==> src/rtl/lsu_pkg.sv <==
// lsu_pkg: shared definitions for the load/store controller.
//   - ctr encodings (access size in bits [1:0], unsigned flag in bit 2)
//   - FSM state enum, datapath widths
//   - helpers: ctr legality and effective byte-lane offset
package lsu_pkg;

  localparam int XLEN   = 32;
  localparam int STRB_W = XLEN / 8;

  localparam logic [2:0] CTR_LB  = 3'b000;
  localparam logic [2:0] CTR_LH  = 3'b001;
  localparam logic [2:0] CTR_LW  = 3'b010;
  localparam logic [2:0] CTR_LBU = 3'b100;
  localparam logic [2:0] CTR_LHU = 3'b101;

  typedef enum logic [1:0] {
    ST_IDLE = 2'd0,
    ST_REQ  = 2'd1,
    ST_WAIT = 2'd2,
    ST_RESP = 2'd3
  } lsu_state_e;

  function automatic logic ctr_legal(input logic [2:0] ctr);
    case (ctr)
      CTR_LB, CTR_LH, CTR_LW, CTR_LBU, CTR_LHU: ctr_legal = 1'b1;
      default:                                  ctr_legal = 1'b0;
    endcase
  endfunction

  // Byte lane actually used for an access. Halves are forced onto an even
  // lane and words onto lane 0, so an unchecked misaligned access silently
  // rounds down instead of straddling the word.
  function automatic logic [1:0] lane_off(input logic [1:0] size,
                                          input logic [1:0] off);
    case (size)
      2'b00:   lane_off = off;
      2'b01:   lane_off = {off[1], 1'b0};
      default: lane_off = 2'b00;
    endcase
  endfunction

endpackage

==> src/rtl/lsu_align.sv <==
// lsu_align: combinational lane logic for the load/store controller.
//   Store path: replicate store data across lanes and build byte strobes.
//   Load path : shift the addressed lane down and sign/zero extend it.
// Ports:
//   i_st_size  [1:0]  store access size (ctr[1:0])
//   i_st_off   [1:0]  store byte address bits [1:0]
//   i_st_wdata [31:0] store data, LSBs significant
//   o_st_wdata [31:0] lane-replicated store data
//   o_st_wstrb [3:0]  byte enables
//   i_ld_ctr   [2:0]  load ctr encoding
//   i_ld_off   [1:0]  load byte address bits [1:0]
//   i_ld_rdata [31:0] aligned memory word
//   o_ld_data  [31:0] extended load result
module lsu_align
  import lsu_pkg::*;
(
  input  logic [1:0]        i_st_size,
  input  logic [1:0]        i_st_off,
  input  logic [XLEN-1:0]   i_st_wdata,
  output logic [XLEN-1:0]   o_st_wdata,
  output logic [STRB_W-1:0] o_st_wstrb,
  input  logic [2:0]        i_ld_ctr,
  input  logic [1:0]        i_ld_off,
  input  logic [XLEN-1:0]   i_ld_rdata,
  output logic [XLEN-1:0]   o_ld_data
);

  logic [1:0]      w_st_off;
  logic [1:0]      w_ld_off;
  logic [XLEN-1:0] w_lane;

  always_comb begin
    w_st_off = lane_off(i_st_size, i_st_off);
    case (i_st_size)
      2'b00: begin
        o_st_wdata = {4{i_st_wdata[7:0]}};
        o_st_wstrb = 4'b0001 << w_st_off;
      end
      2'b01: begin
        o_st_wdata = {2{i_st_wdata[15:0]}};
        o_st_wstrb = 4'b0011 << w_st_off;
      end
      default: begin
        o_st_wdata = i_st_wdata;
        o_st_wstrb = 4'b1111;
      end
    endcase
  end

  always_comb begin
    w_ld_off = lane_off(i_ld_ctr[1:0], i_ld_off);
    w_lane   = i_ld_rdata >> {w_ld_off, 3'b000};
    case (i_ld_ctr)
      CTR_LB:  o_ld_data = {{24{w_lane[7]}}, w_lane[7:0]};
      CTR_LH:  o_ld_data = {{16{w_lane[15]}}, w_lane[15:0]};
      CTR_LBU: o_ld_data = {24'h0, w_lane[7:0]};
      CTR_LHU: o_ld_data = {16'h0, w_lane[15:0]};
      default: o_ld_data = w_lane;
    endcase
  end

endmodule

==> src/rtl/lsu_ctrl.sv <==
// lsu_ctrl: multi-cycle load/store controller between execute and data memory.
// Handshakes (both request and response sides): a transfer happens on a rising
// edge where valid && ready are both high; the sender holds valid and payload
// stable until that edge, and ready may be low for any number of cycles.
// The memory side is request/grant: mem_req and mem_* are held until mem_gnt,
// then exactly one mem_rvalid pulse returns the data or write ack.
//
// Optional feature: define LSU_MISALIGN_TRAP_EN to turn misaligned halves and
// words into an immediate error response; otherwise they round down.
//
// Ports:
//   clk, rst            clock, asynchronous active-high reset
//   req_valid/req_ready operation handshake (ready only in IDLE)
//   req_we, req_ctr     store flag, size/extension encoding
//   req_addr, req_wdata byte address, store data
//   rsp_valid/rsp_ready response handshake
//   rsp_rdata, rsp_err  extended load data (0 for stores/errors), error flag
//   mem_req, mem_gnt    memory request / grant
//   mem_we, mem_addr    write flag, word-aligned address
//   mem_wstrb, mem_wdata byte enables (0 for reads), replicated store data
//   mem_rvalid, mem_rdata memory response pulse and aligned word
//   dbg_state           current FSM state
module lsu_ctrl
  import lsu_pkg::*;
#(
  parameter int TIMEOUT = 64
) (
  input  logic              clk,
  input  logic              rst,
  input  logic              req_valid,
  output logic              req_ready,
  input  logic              req_we,
  input  logic [2:0]        req_ctr,
  input  logic [XLEN-1:0]   req_addr,
  input  logic [XLEN-1:0]   req_wdata,
  output logic              rsp_valid,
  input  logic              rsp_ready,
  output logic [XLEN-1:0]   rsp_rdata,
  output logic              rsp_err,
  output logic              mem_req,
  input  logic              mem_gnt,
  output logic              mem_we,
  output logic [XLEN-1:0]   mem_addr,
  output logic [STRB_W-1:0] mem_wstrb,
  output logic [XLEN-1:0]   mem_wdata,
  input  logic              mem_rvalid,
  input  logic [XLEN-1:0]   mem_rdata,
  output lsu_state_e        dbg_state
);

  // Counter only needs to reach TIMEOUT-1: the timeout fires on the edge that
  // would have taken it to TIMEOUT.
  localparam int              CNT_W    = $clog2(TIMEOUT);
  localparam logic [CNT_W-1:0] CNT_LAST = CNT_W'(TIMEOUT - 1);

  lsu_state_e        r_state;
  logic              r_we;
  logic [2:0]        r_ctr;
  logic [1:0]        r_off;
  logic [CNT_W-1:0]  r_cnt;

  logic              r_req_ready;
  logic              r_rsp_valid;
  logic [XLEN-1:0]   r_rsp_rdata;
  logic              r_rsp_err;
  logic              r_mem_req;
  logic              r_mem_we;
  logic [XLEN-1:0]   r_mem_addr;
  logic [STRB_W-1:0] r_mem_wstrb;
  logic [XLEN-1:0]   r_mem_wdata;

  logic              w_legal;
  logic              w_misalign;
  logic              w_timeout;
  logic [XLEN-1:0]   w_st_wdata;
  logic [STRB_W-1:0] w_st_wstrb;
  logic [XLEN-1:0]   w_ld_data;

  assign w_legal   = ctr_legal(req_ctr);
  assign w_timeout = (r_cnt == CNT_LAST);

`ifdef LSU_MISALIGN_TRAP_EN
  assign w_misalign = ((req_ctr[1:0] == 2'b01) && req_addr[0]) ||
                      ((req_ctr[1:0] == 2'b10) && (req_addr[1:0] != 2'b00));
`else
  assign w_misalign = 1'b0;
`endif

  // Store lanes are built from the live request so they can be registered at
  // accept; load extraction uses the captured ctr/offset and the memory word.
  lsu_align u_align (
    .i_st_size  (req_ctr[1:0]),
    .i_st_off   (req_addr[1:0]),
    .i_st_wdata (req_wdata),
    .o_st_wdata (w_st_wdata),
    .o_st_wstrb (w_st_wstrb),
    .i_ld_ctr   (r_ctr),
    .i_ld_off   (r_off),
    .i_ld_rdata (mem_rdata),
    .o_ld_data  (w_ld_data)
  );

  always_ff @(posedge clk or posedge rst) begin
    if (rst) begin
      r_state     <= ST_IDLE;
      r_we        <= 1'b0;
      r_ctr       <= 3'b000;
      r_off       <= 2'b00;
      r_cnt       <= '0;
      r_req_ready <= 1'b1;
      r_rsp_valid <= 1'b0;
      r_rsp_rdata <= '0;
      r_rsp_err   <= 1'b0;
      r_mem_req   <= 1'b0;
      r_mem_we    <= 1'b0;
      r_mem_addr  <= '0;
      r_mem_wstrb <= '0;
      r_mem_wdata <= '0;
    end else begin
      case (r_state)
        ST_IDLE: begin
          if (req_valid && r_req_ready) begin
            r_we        <= req_we;
            r_ctr       <= req_ctr;
            r_off       <= req_addr[1:0];
            r_req_ready <= 1'b0;
            if (!w_legal || w_misalign) begin
              r_state     <= ST_RESP;
              r_rsp_valid <= 1'b1;
              r_rsp_err   <= 1'b1;
              r_rsp_rdata <= '0;
            end else begin
              r_state     <= ST_REQ;
              r_cnt       <= '0;
              r_mem_req   <= 1'b1;
              r_mem_we    <= req_we;
              r_mem_addr  <= {req_addr[XLEN-1:2], 2'b00};
              r_mem_wstrb <= req_we ? w_st_wstrb : '0;
              r_mem_wdata <= req_we ? w_st_wdata : '0;
            end
          end
        end

        ST_REQ: begin
          // A grant on the final allowed cycle loses to the timeout: the
          // request is withdrawn rather than chasing a late response.
          if (w_timeout || mem_gnt) begin
            r_mem_req   <= 1'b0;
            r_mem_we    <= 1'b0;
            r_mem_addr  <= '0;
            r_mem_wstrb <= '0;
            r_mem_wdata <= '0;
          end
          if (w_timeout) begin
            r_state     <= ST_RESP;
            r_rsp_valid <= 1'b1;
            r_rsp_err   <= 1'b1;
            r_rsp_rdata <= '0;
          end else begin
            r_cnt <= r_cnt + CNT_W'(1);
            if (mem_gnt) begin
              r_state <= ST_WAIT;
            end
          end
        end

        ST_WAIT: begin
          // Data arriving on the last allowed cycle still counts as success.
          if (mem_rvalid) begin
            r_state     <= ST_RESP;
            r_rsp_valid <= 1'b1;
            r_rsp_err   <= 1'b0;
            r_rsp_rdata <= r_we ? '0 : w_ld_data;
          end else if (w_timeout) begin
            r_state     <= ST_RESP;
            r_rsp_valid <= 1'b1;
            r_rsp_err   <= 1'b1;
            r_rsp_rdata <= '0;
          end else begin
            r_cnt <= r_cnt + CNT_W'(1);
          end
        end

        ST_RESP: begin
          if (rsp_ready) begin
            r_state     <= ST_IDLE;
            r_rsp_valid <= 1'b0;
            r_rsp_err   <= 1'b0;
            r_rsp_rdata <= '0;
            r_req_ready <= 1'b1;
          end
        end

        default: begin
          r_state     <= ST_IDLE;
          r_req_ready <= 1'b1;
        end
      endcase
    end
  end

  assign req_ready = r_req_ready;
  assign rsp_valid = r_rsp_valid;
  assign rsp_rdata = r_rsp_rdata;
  assign rsp_err   = r_rsp_err;
  assign mem_req   = r_mem_req;
  assign mem_we    = r_mem_we;
  assign mem_addr  = r_mem_addr;
  assign mem_wstrb = r_mem_wstrb;
  assign mem_wdata = r_mem_wdata;
  assign dbg_state = r_state;

endmodule

==> config.mk <==
export PLATFORM = sky130hd
export DESIGN_NAME = lsu_ctrl
export DESIGN_NICKNAME = d
export VERILOG_FILES = /design/src/rtl/lsu_pkg.sv /design/src/rtl/lsu_align.sv /design/src/rtl/lsu_ctrl.sv
export SDC_FILE = /design/constraint.sdc
export NUM_CORES = 1
export LEC_CHECK = 0
export ABC_AREA = 1
export BUFFER_PORTS_ARGS = -buffer_cell sky130_fd_sc_hd__buf_4
export CAP_MARGIN = 20
export CORE_MARGIN = 2
export CORE_UTILIZATION = 45
export DETAILED_ROUTE_END_ITERATION = 10
export GPL_TIMING_DRIVEN = 0
export PLACE_DENSITY = 0.75
export SLEW_MARGIN = 15
export SYNTH_ARGS = -nofsm -noshare
export SYNTH_HDL_FRONTEND = slang
export SYNTH_HIERARCHICAL = 1
export SYNTH_SLANG_ARGS = --single-unit
==> constraint.sdc <==
create_clock -name clk -period 5.5 [get_ports clk]
set_clock_uncertainty 0.05 [all_clocks]
set_input_delay 0.825 -clock clk [delete_from_list [all_inputs] [get_ports clk]]
set_output_delay 0.825 -clock clk [all_outputs]
set_load 0.005 [all_outputs]
# [Word level (Yosys, flattened, before mapping)]
# Index checks and enable logic that the tools add are counted.
[op_classes] n_addsub=1 n_eq_ne=21 shifts=3 muxes=58 reduce_logical=17
[op_table] op="32-bit two-way mux" count=12
[op_table] op="32-bit one-hot mux with 4 select lines" count=2
[op_table] op="32-bit one-hot mux with 2 select lines" count=3
[op_table] op="32-bit by 5-bit right shift with 32-bit output" count=1
[op_table] op="6-bit two-way mux" count=4
[op_table] op="6-bit one-hot mux with 3 select lines" count=1
[op_table] op="4-bit two-way mux" count=4
[op_table] op="4-bit one-hot mux with 2 select lines" count=2
[op_table] op="1-bit two-way mux" count=15
[op_table] op="2-bit two-way mux" count=7
[op_table] op="3-bit == test, second input constant" count=4
[op_table] op="2-bit != test, second input constant" count=6
[op_table] op="4-bit AND reduction" count=3
[op_table] op="1-bit one-hot mux with 4 select lines" count=2
[op_table] op="2-bit one-hot mux with 2 select lines" count=2
[op_table] op="2-bit one-hot mux with 4 select lines" count=1
[op_table] op="6-bit by 1-bit adder with 6-bit output, second input constant" count=1
[op_table] op="2-bit by 1-bit == test with 1-bit output, second input constant" count=3
[op_table] op="3-bit by 1-bit == test with 1-bit output, second input constant" count=2
[op_table] op="6-bit == test, second input constant" count=1
[op_table] op="2-bit zero test" count=3
[op_table] op="3-bit zero test" count=2
[op_table] op="3-bit != test, second input constant" count=2
[op_table] op="1-bit one-hot mux with 2 select lines" count=3
[op_table] op="other kinds (11)" count=14
[totals] reg_bits=119 out_inout_bits=107 wordCells=114

# [Logic depth before layout (Yosys ltp)]
[logic_depth] ltp_word=8 depth_mapped=12 ltp_nobuf=10

# [Hierarchy]
# Netlist, hierarchy kept.
[modules_own_cells] mod="lsu_ctrl" instances=1 cells_each=578 area_each_um2=4912.2 seq_area_each_um2=2929.1
[modules_own_cells] mod="lsu_align" instances=1 cells_each=247 area_each_um2=1249.9 seq_area_each_um2=0.0

# [Worst setup path before layout]
# No wires, ideal clock.
[synth_timing] kind="input port to flip-flop" start="input req_ctr[1]" end="register r_mem_wdata[25], in the netlist mem_wdata[25]" setup_ps=116 arrival_time_ps=1623 slack_ps=3711 path_stages=8 path_cell_list="buf_2 -> clkinv_1 -> nand2_1 -> inv_1 -> nand2_1 -> nand3_1 -> nand2_1 -> nand2_1"
[synth_between] elab_chain_cells=6
[synth_lines] element="start, declared" line="lsu_ctrl.sv:33" text="input logic [2:0] req_ctr,"
[synth_lines] element="2-bit by 1-bit == test with 1-bit output or 2-bit zero test (tied branches)" line="lsu_align.sv:34" text="case (i_st_size)"
[synth_lines] element="32-bit one-hot mux with 2 select lines (*)" line="lsu_align.sv:34"
[synth_lines] element="named net w_st_wdata[25]" line="lsu_ctrl.sv:75" text="logic [XLEN-1:0] w_st_wdata;"
[synth_lines] element="32-bit two-way mux (*)" line="lsu_ctrl.sv:139" text="r_mem_wdata <= req_we ? w_st_wdata : '0;"
[synth_lines] element="32-bit two-way mux (*)" line="lsu_ctrl.sv:127" text="if (!w_legal || w_misalign) begin"
[synth_lines] element="32-bit two-way mux (*)" line="lsu_ctrl.sv:122" text="if (req_valid && r_req_ready) begin"
[synth_lines] element="32-bit one-hot mux with 2 select lines (*)" line="lsu_ctrl.sv:120" text="case (r_state)"
[synth_lines] element="end signal, assigned" line="lsu_ctrl.sv:139"
[synth_lines] element="end, declared" line="lsu_ctrl.sv:70" text="logic [XLEN-1:0] r_mem_wdata;"
# Mark *: on every way through the listed nets, which the timed path passes. The rest lies on a longest branch. The select of a mux whose other input is x is not followed.
# A chain may end at the register's enable or synchronous reset.

# [Final worst setup path]
[layout_timing] start="register r_state[0], in the netlist dbg_state[0]" end="register r_rsp_rdata[18], in the netlist rsp_rdata[18]"
[layout_between] elab_chain_cells=3
[layout_lines] element="start, declared" line="lsu_ctrl.sv:56" text="lsu_state_e r_state;"
[layout_lines] element="start signal, assigned" line="lsu_ctrl.sv:105" text="r_state <= ST_IDLE;"
[layout_lines] element="start signal, assigned" line="lsu_ctrl.sv:128" text="r_state <= ST_RESP;"
[layout_lines] element="start signal, assigned" line="lsu_ctrl.sv:133" text="r_state <= ST_REQ;"
[layout_lines] element="2-bit == test or 2-bit zero test (tied branches)" line="lsu_ctrl.sv:120"
[layout_lines] element="2-bit != test (no source line)"
[layout_lines] element="3-bit AND reduction (no source line)"
[layout_lines] element="end signal, assigned" line="lsu_ctrl.sv:173" text="r_rsp_rdata <= r_we ? '0 : w_ld_data;"
[layout_lines] element="end, declared" line="lsu_ctrl.sv:64" text="logic [XLEN-1:0] r_rsp_rdata;"
# Several ways; a longest one is shown, not always the timed one.

==> run metrics <==
antenna violations before repair=0; power dissipated by switching net loads=1.858 mW; Synth async-reset ratio=100.0%; max_slew headroom=64.72%; worst IR drop on VDD=0.0002640 V; Seq/Total Area, Yosys=47.53%; post-detailed-route via-to-cell ratio=4.919; detail-routed net length per standard cell=14.01 um; Syn Area/Cell=7.469 um^2; row count=42; Die X=121.0 um; number of inserted diodes=0; netlist area before placement=6162 um^2; Setup crit end kind=flip-flop; share of power burned in registers=29.8%; total number of yosys warnings=6; number of non-filler instances in the completed layout=1,244; Final Cycle Share=41.25%; number of buffers created by CTS=17; worst-case clock buffer depth=2; count of buffers added by post-CTS timing repair for setup=0; number of optimization iterations in the first detailed-route pass=5; number of sinks driven by the clock tree=117; number of storage elements in the synthesis netlist=117; power density over the cells=549.5 nW/um^2; top fanout value on the critical path=10; standard cell area after detailed placement=7995 um^2; sum of overflow across all layers after global routing=0; Power, Total=4.721 mW; depth of the CTS H-tree=4; max-capacitance violation count=0; global-route usage over all layers=24.52%; CTS Hold Bufs=0; DRC violation count after routing=0; core area=13,300 um^2; starting DRC count in detailed routing=480; first-pass GRT wire length=28,380 um; worst setup path category=reg -> reg; Internal=2.862 mW; Initial Util=46.35%; number of resized instances in the post-cts repair step=0; required time worst endpoint=5.75 ns; setup repair after global routing missed its margin=false; total negative slack=0 ns; TritonCTS clock tree=done; largest net degree at the start of global routing=72; share of Yosys cell area claimed by the top area cell type=47.11%; leakage power=5.007 nW; number of cells produced by synthesis=825; post-synthesis to final-layout area growth=39.41%; layout cells sized above 1=29.12%; Logic pwr share=46.4%; chip height=121.0 um; number of enable flip-flop cells after synthesis=0; clock share of power=23.8%; IO Pins=213; critical path launch point type=flip-flop; cell total after placement=1,213; most used standard cell by instance count after synthesis=nand2_1; switching fraction of total power=39.36%; number of nets with antenna violations after detailed routing=0; number of setup violations in the final report=0; arrival time of data at the critical path endpoint=2.52 ns; Final Max Slew Viols=0; worst min-delay path class=in -> async; ranking of synthesized cells by instance count=419 x nand2_1, 116 x dfrtp_1, 75 x nand3_1; timing-limited maximum frequency=440.7 MHz; Filler Cells Inserted=1,202; Root Driver=clkbuf_16; run status=finished clean; weighted congestion at the end of routability-driven global placement=0.8782; biggest area contributors in the synthesized netlist=dfrtp_1 47%, nand2_1 26%, nand3_1 6.1%, inv_1 2.4%, o211ai_1 2.3%; area of the die=14,650 um^2; clk slew on worst S/H paths=0.06 ns; transition time at the pin with the least slew margin=0.5263 ns; fraction of the core area covered by cells at the end of the flow=64.62%; DR vias=6,119; Synth area leader=dfrtp_1; count of different cell masters after synthesis=35; clock network latency to the later pin of the worst-skew pair=0.41 ns; Final #Nets=1,168; vias in the first global route=5,897; minimum clock period=2.269 ns; top_reg_cell synth=dfrtp_1; hpwl dp=13,060 um; number of port buffers=210; final number of hold-violating endpoints=0; routed wire length=17,420 um; final design instance area without fill=8591 um^2
[cells by family after synthesis]
kind of cell               synth area share, %
other                                  0.06086
and+or+nand+nor                          36.49
DFF                                      47.53
buffers and inverters                    8.203
AOI/OAI and AO/OA                        5.807
adders and majority gates                1.218
muxes                                   0.5482
xor gates and xnor gates                0.1422
[metrics by stage]
stage	setup WS [ns]	hold slack (ns)
2_1_floorplan	1.526	0.4150
3_3_place_gp	0.1249	0.4053
3_5_place_dp	3.199	0.4093
4_1_cts	3.239	0.3823
5_1_grt	3.066	0.4079
6_report	3.231	0.3725
[power groups by stage]
stage                     Sequential [mW]  Combinational [mW]  Clock, mW
after global routing                 1.45                2.44       1.19
after floorplan                      1.42                1.25          0
after detailed placement             1.41                2.18          0
after CTS                            1.41                2.19       1.15
after global placement               1.41                2.13          0
final                                1.41                2.19       1.13
[state kept, by name (all words and copies together), names as in the netlist]
register and flops:
rsp_valid 1, r_cnt 6, r_off 2, req_ready 1, mem_addr 30, mem_we 1
mem_wstrb 4, r_ctr 3, rsp_rdata 32, mem_req 1, mem_wdata 32, r_we 1
dbg_state 2, rsp_err 1
[worst max-delay path, cell delays in order (launching register included)]
cell,delay (ns)
dfrtp_1,0.45
inv_1,0.12
ha_1,0.20
buf_2,0.16
nand2_1,0.11
nand2_1,0.08
inv_2,0.08
nand2_1,0.09
inv_2,0.18
nand2_1,0.25
buf_2,0.26
nand2_1,0.08
nand2_1,0.06
[layout make-up]
cell class | instances | area [um^2] | share of cell area (%)
clock buffers | 19 | 442.9 | 5.156
multi-input cells | 615 | 2731 | 31.79
repair buffers | 211 | 1604 | 18.67
clock inverters | 12 | 152.6 | 1.777
well taps | 176 | 220.2 | 2.563
inverters | 46 | 177.7 | 2.068
plain buffers | 48 | 332.8 | 3.874
flip-flops and latches | 117 | 2929 | 34.10
[final timing paths]
check                             start  depth (start not counted)            end  slack (ns)
max                        dbg_state[0]                         12  rsp_rdata[18]        3.23
min in group clk           mem_addr[17]                          2   mem_addr[17]        0.42
max reg2reg                dbg_state[0]                         12  rsp_rdata[18]        3.23
min reg2reg                mem_addr[17]                          2   mem_addr[17]        0.42
min                                 rst                          2    mem_addr[2]        0.37
max in group asynchronous           rst                          3      req_ready        4.30
[layer usage]
metal / GRT usage [%] / wire, um
met1: 30.81 / 7308
met2: 40.45 / 8250
met3: 6.062 / 1380
met4: 9.956 / 484
met5: 0 / 0
[layout by cell type, fill, tap and decap left out, types with 2 or more instances in the layout]
cell type and instances:
nand2_1 419, o21ai_1 6, nand3_1 75, ha_1 6, nand2_2 2, clkbuf_16 17
conb_1 2, dfrtp_1 116, inv_1 39, buf_4 224, or2_0 7, clkbuf_1 4
nand2_4 2, buf_6 10, o21ai_0 24, inv_2 5, mux2_2 3, a21oi_1 6
buf_2 20, o211ai_1 19, nor2_1 22, inv_6 4, nor3_1 2, o22ai_1 2
or2_2 4, nand3_2 5, bufinv_16 3, clkinv_2 4, o21bai_1 2
(Power assumes the default switching activity.)
